==> src/rtl/hazard_scoreboard.sv <==
// hazard_scoreboard
//   Pipeline hazard controller for a 5-stage in-order core. It keeps a small
//   shadow copy of the destination information of the instructions in EX,
//   MEM and WB, and from it derives the load-use stall, the data-memory
//   freeze and the branch flush for the front end.
//
//   Optional feature: define HAZARD_PERF_EN to add the stall / freeze
//   cycle counters (stall_cnt_o, freeze_cnt_o).
//
// Ports
//   clk_i            clock, rising edge
//   rst_i            asynchronous reset, active low
//   id_valid_i       ID holds a real instruction
//   id_rsaddr_i      rs address of the ID instruction
//   id_rtaddr_i      rt address of the ID instruction
//   id_rs_used_i     ID instruction reads rs
//   id_rt_used_i     ID instruction reads rt
//   id_wraddr_i      destination of the ID instruction
//   id_regwrite_i    ID instruction writes the register file
//   id_memread_i     ID instruction is a load
//   branch_taken_i   branch resolved taken in ID
//   mem_ready_i      data memory completes the MEM access this cycle
//   stall_cnt_o      cycles with stall_o=1 (HAZARD_PERF_EN only)
//   freeze_cnt_o     cycles with freeze_o=1 (HAZARD_PERF_EN only)
//   stall_o          hold PC and IF/ID, bubble into ID/EX
//   freeze_o         hold every pipeline register
//   flush_o          clear IF/ID
//   state_o          00 RUN, 01 LOAD_STALL, 10 MEM_WAIT
module hazard_scoreboard (
    input  logic        clk_i,
    input  logic        rst_i,
    input  logic        id_valid_i,
    input  logic [4:0]  id_rsaddr_i,
    input  logic [4:0]  id_rtaddr_i,
    input  logic        id_rs_used_i,
    input  logic        id_rt_used_i,
    input  logic [4:0]  id_wraddr_i,
    input  logic        id_regwrite_i,
    input  logic        id_memread_i,
    input  logic        branch_taken_i,
    input  logic        mem_ready_i,
`ifdef HAZARD_PERF_EN
    output logic [31:0] stall_cnt_o,
    output logic [31:0] freeze_cnt_o,
`endif
    output logic        stall_o,
    output logic        freeze_o,
    output logic        flush_o,
    output logic [1:0]  state_o
);

    typedef struct packed {
        logic       valid;
        logic [4:0] wraddr;
        logic       regwrite;
        logic       memread;
    } entry_t;

    typedef enum logic [1:0] {
        RUN        = 2'b00,
        LOAD_STALL = 2'b01,
        MEM_WAIT   = 2'b10
    } state_t;

    entry_t ex_q, ex_d, mem_q, mem_d, wb_q, wb_d;
    state_t state_q, state_d;

    logic lu_hit, mem_wait;
    logic rs_match, rt_match;

    // WB has no consumer inside this block; it is tracked so the shadow
    // pipeline mirrors the real one for forwarding/debug taps.
    logic wb_unused;
    assign wb_unused = ^wb_q;

    // Hazard detection: pure functions of registered entries and current
    // inputs, so no combinational path loops back through the outputs.
    assign rs_match = id_rs_used_i & (id_rsaddr_i == ex_q.wraddr);
    assign rt_match = id_rt_used_i & (id_rtaddr_i == ex_q.wraddr);
    assign lu_hit   = ex_q.valid & ex_q.memread & ex_q.regwrite
                    & (ex_q.wraddr != 5'd0) & id_valid_i
                    & (rs_match | rt_match);
    assign mem_wait = mem_q.valid & mem_q.memread & ~mem_ready_i;

    // Priority: freeze > stall > flush. A branch masked by a stall is seen
    // again next cycle because IF/ID is held with the branch still in ID.
    assign freeze_o = mem_wait;
    assign stall_o  = lu_hit & ~freeze_o;
    assign flush_o  = branch_taken_i & id_valid_i & ~stall_o & ~freeze_o;
    assign state_o  = state_q;

    // Shadow pipeline advance
    always_comb begin
        ex_d  = ex_q;
        mem_d = mem_q;
        wb_d  = wb_q;
        if (!freeze_o) begin
            wb_d  = mem_q;
            mem_d = ex_q;
            if (stall_o || flush_o || !id_valid_i) begin
                ex_d = '0;
            end else begin
                ex_d = '{valid:    1'b1,
                         wraddr:   id_wraddr_i,
                         regwrite: id_regwrite_i,
                         memread:  id_memread_i};
            end
        end
    end

    // FSM next state. A freeze pending while in LOAD_STALL (the load just
    // moved into MEM) goes straight to MEM_WAIT. In MEM_WAIT the load is
    // held in MEM, so mem_ready_i alone decides release; a load-use hit
    // still pending is re-evaluated from RUN.
    always_comb begin
        state_d = state_q;
        unique case (state_q)
            RUN: begin
                if (mem_wait)    state_d = MEM_WAIT;
                else if (lu_hit) state_d = LOAD_STALL;
            end
            LOAD_STALL: state_d = mem_wait ? MEM_WAIT : RUN;
            MEM_WAIT:   state_d = mem_ready_i ? RUN : MEM_WAIT;
            default:    state_d = RUN;
        endcase
    end

    always_ff @(posedge clk_i or negedge rst_i) begin
        if (!rst_i) begin
            ex_q    <= '0;
            mem_q   <= '0;
            wb_q    <= '0;
            state_q <= RUN;
        end else begin
            ex_q    <= ex_d;
            mem_q   <= mem_d;
            wb_q    <= wb_d;
            state_q <= state_d;
        end
    end

`ifdef HAZARD_PERF_EN
    logic [31:0] stall_cnt_q, freeze_cnt_q;

    // Free-running, wraps at 2^32
    always_ff @(posedge clk_i or negedge rst_i) begin
        if (!rst_i) begin
            stall_cnt_q  <= 32'd0;
            freeze_cnt_q <= 32'd0;
        end else begin
            if (stall_o)  stall_cnt_q  <= stall_cnt_q + 32'd1;
            if (freeze_o) freeze_cnt_q <= freeze_cnt_q + 32'd1;
        end
    end

    assign stall_cnt_o  = stall_cnt_q;
    assign freeze_cnt_o = freeze_cnt_q;
`endif

endmodule

==> config.mk <==
export PLATFORM = sky130hd
export DESIGN_NAME = hazard_scoreboard
export DESIGN_NICKNAME = d
export VERILOG_FILES = /design/src/rtl/hazard_scoreboard.sv
export SDC_FILE = /design/constraint.sdc
export NUM_CORES = 1
export LEC_CHECK = 0
export BUFFER_PORTS_ARGS = -buffer_cell sky130_fd_sc_hd__buf_2
export CELL_PAD_IN_SITES_DETAIL_PLACEMENT = 1
export CELL_PAD_IN_SITES_GLOBAL_PLACEMENT = 2
export CORE_UTILIZATION = 30
export CTS_BUF_LIST = sky130_fd_sc_hd__clkbuf_8
export DETAILED_ROUTE_END_ITERATION = 8
export PLACE_DENSITY_LB_ADDON = 0.1
export RECOVER_POWER = 100
export SLEW_MARGIN = 20
export SYNTH_ARGS = -nofsm -noshare
export SYNTH_HDL_FRONTEND = slang
export SYNTH_SLANG_ARGS = --single-unit
export TNS_END_PERCENT = 30
==> constraint.sdc <==
create_clock -name clk_i -period 3.8 [get_ports clk_i]
set_input_delay 0 -clock clk_i [delete_from_list [all_inputs] [get_ports clk_i]]
set_output_delay 0 -clock clk_i [all_outputs]
set_load 0.01 [all_outputs]
==> insert_results.sql <==
INSERT INTO impl_metrics (metric_group, metric, value, unit) VALUES
('die', 'start_util', '32.7', '%'),
('place', 'place_worst_setup_slack', '1.80', 'ns'),
('critical_path', 'slack_of_the_worst_reg_to_reg_path', '2.04', 'ns'),
('clocking', 'cts_post_setup_buffers_inserted', '0', ''),
('place', 'io_buffers', '28', ''),
('grt', 'grt_first_pass_wirelength', '3130', 'µm'),
('critical_path', 'worst-r2r-cell-count', '4', ''),
('timing', 'setup-violations-final', '0', ''),
('die', 'ios', '29', ''),
('routing', 'drt_first_iter_violations', '9', ''),
('critical_path', 'critical_path.endpoint_type', 'output port', ''),
('die', 'die_h', '51.6', 'µm'),
('clocking', 'ctsHtreeMaxLevel', '1', ''),
('grt', 'pin_count_of_the_biggest_net_entering_global_routing', '18', ''),
('critical_path', 'cp_max_fo', '11', ''),
('routing', 'drt-total-wl', '1870', 'µm'),
('final_layout', 'layout.nets', '134', ''),
('timing', 'slew_headroom', '48.9', '%'),
('grt', 'gr-total-overflow', '0', ''),
('grt', 'number_of_global_route_vias_before_repair', '677', ''),
('place', 'dp.final_hpwl', '1350', 'µm'),
('clocking', 'cts.root.buffer_cell', 'sky130_fd_sc_hd__clkbuf_8', ''),
('power_and_ir_drop', 'p_leak', '0.000404', 'µW'),
('routing', 'ant_nets', '0', ''),
('final_layout', 'layout_commonest_cell', 'sky130_fd_sc_hd__buf_2', ''),
('yosys', 'syn-cell-area', '737', 'µm²'),
('critical_path', 'cp.buffers_inverters', '1', ''),
('routing', 'detail_route.first_pass.iterations', '4', ''),
('die', 'fp.coreArea', '0.00225', 'mm²'),
('yosys', 'netlist_instances', '79', ''),
('yosys', 'net_count_after_synthesis', '103', ''),
('clocking', 'max_buffers_root_to_sink', '2', ''),
('final_layout', 'syn2layout_area_growth', '28.7', '%'),
('final_layout', 'instances_no_fill', '136', ''),
('critical_path', 'critPathArrivalTime', '2.07', 'ns'),
('min_path', 'min_path_cells', '4', ''),
('timing', 'final.setup_skew', '0.00287', 'ns'),
('clocking', 'cts_sinks', '12', ''),
('routing', 'remaining_design_rule_violation_count', '0', ''),
('critical_path', 'worst_ep_required_time', '3.80', 'ns'),
('timing', 'finalSetupTns', '0', 'ns'),
('min_path', 'min-delay-start', 'id_wraddr_i[2]', ''),
('timing', 'final_hold_viol_count', '0', ''),
('critical_path', 'crit_path_largest_cell_delay', '0.62', 'ns'),
('power_and_ir_drop', 'ir_worst_vdd', '0.000177', 'V'),
('critical_path', 'timing.rr.end', 'ex_q[1]', ''),
('min_path', 'worst_hold_path_type', 'in -> reg', ''),
('power_and_ir_drop', 'power-per-cell-area', '360', 'mW/mm²'),
('yosys', 'count_of_distinct_cell_types_in_the_synthesized_netlist', '24', ''),
('critical_path', 'critPathTopFamily', 'compound AO/OA/AOI/OAI gates', ''),
('routing', 'avgRoutedWirePerCell', '13.8', 'µm'),
('critical_path', 'crit_chain', 'xnor2_1 > nand4_1 > o22ai_1 > nor3b_1 > clkbuf_1', ''),
('final_layout', 'layout.filler_cells', '285', ''),
('clocking', 'clk_pin_slew', '0.05', 'ns'),
('routing', 'vias', '695', ''),
('grt', 'global_route.usage.total', '16.7', '%'),
('yosys', 'post_synth_main_area_contributors', 'sky130_fd_sc_hd__dfrtp_1 41%, sky130_fd_sc_hd__xnor2_1 12%, sky130_fd_sc_hd__a32oi_1 9.5%, sky130_fd_sc_hd__nor2b_1 6.8%, sky130_fd_sc_hd__nand2_1 6.1%', ''),
('timing', 'finalCritPeriodShare', '54.4', '%'),
('critical_path', 'worst_setup_sp_type', 'flip-flop', ''),
('critical_path', 'setup.worst_path.class', 'reg -> out', ''),
('place', 'globalplace.congestion', '0.714', ''),
('critical_path', 'reg2reg_from', 'ex_q[4]', ''),
('routing', 'drt-vias-per-instance', '5.11', ''),
('min_path', 'worstHoldEndpoint', 'ex_q[4]', ''),
('yosys', 'synth-seq-area-share', '40.7', '%'),
('die', 'die_width', '51.6', 'µm'),
('yosys', 'yosysWarningCount', '0', ''),
('status', 'status', 'finished, final reports clean', ''),
('clocking', 'clock_latency', '0.25', 'ns'),
('place', 'number_of_cells_in_the_design_after_placement', '131', ''),
('timing', 'slew_of_the_pin_with_the_lowest_slew_margin', '0.766', 'ns');
[metrics by stage]
| stage | utilization (%) | cell area (µm²) |
|---|---|---|
| finish | 42.1 | 948 |
| global route | 42.1 | 948 |
| CTS | 42.3 | 955 |
| detailed placement | 39.6 | 893 |
| global placement | 39.6 | 893 |
| floorplan | - | 737 |
[cell families (layout without fill, tap and decap cells)]
group,after synthesis,count (layout),share of synthesized area [%]
compound gates,19,19,18.7
xor+xnor,10,10,11.9
buf+inv,6,35,3.56
flops,12,12,40.7
mux,1,1,1.53
simple gates,31,31,23.6
[synth_stat cells (all sizes together)]
master and n:
nand2 12, and3b 1, xnor2 10, mux2 1, nor3b 1, nor2 2, o22ai 1, or2 2
a21oi 1, nand4 2, buf 2, inv 2, dfrtp 12, o21ai 9, nor2b 8, clkbuf 2
and4b 1, a32oi 8, and4 1, or4 1
[where the power goes]
group          switching, µW  total, µW  internal (µW)
Combinational           32.9       69.0           36.2
Sequential              12.9        153            140
Clock                   49.1        119           70.1
Total                   94.9        341            246
[sequential cells by signal (all words and copies together) (netlist names)]
name	count
state_o	2
ex_q	8
mem_q	2
[tightest hold or removal path, stage by stage]
cell and delay [ns]:
sky130_fd_sc_hd__buf_2 0.09, sky130_fd_sc_hd__nor2b_1 0.13, sky130_fd_sc_hd__nand2_1 0.06, sky130_fd_sc_hd__o21ai_0 0.06
[how the worst max path moves through the flow]
stage / startpoint / endpoint / slack (ns) / cells past startpoint
finish: ex_q[4] / stall_o / 1.73 / 5
global route: ex_q[3] / stall_o / 1.46 / 5
CTS: mem_ready_i / flush_o / 1.52 / 7
detailed placement: mem_q[7] / flush_o / 1.80 / 5
global placement: mem_q[7] / ex_q[7] / 1.84 / 4
floorplan: ex_q[2] / state_o[0] / 2.30 / 4
[area by class of cell]
| class | count | area (µm²) | area share, % |
|---|---|---|---|
| timing repair buffer | 30 | 151 | 16.0 |
| clock buffer | 3 | 41.3 | 4.35 |
| multi-input combinational | 61 | 413 | 43.5 |
| tap | 28 | 35.0 | 3.69 |
| sequential | 12 | 300 | 31.7 |
| inverter | 2 | 7.51 | 0.792 |
[metal layers]
metal	wire (µm)	up-vias	GRT usage [%]
met5	0	-	0
met4	40	0	9.46
met3	134	5	4.68
met2	825	26	25.1
met1	869	322	21.4
li1	-	342	-
[what timing repair did]
action | 4_1_cts | 5_1_grt
hold buffers | 2 | 0
hold endpoints to repair | 13 | 0
gates resized for setup | 0 | 0
Power figures use the tool's default switching activity.
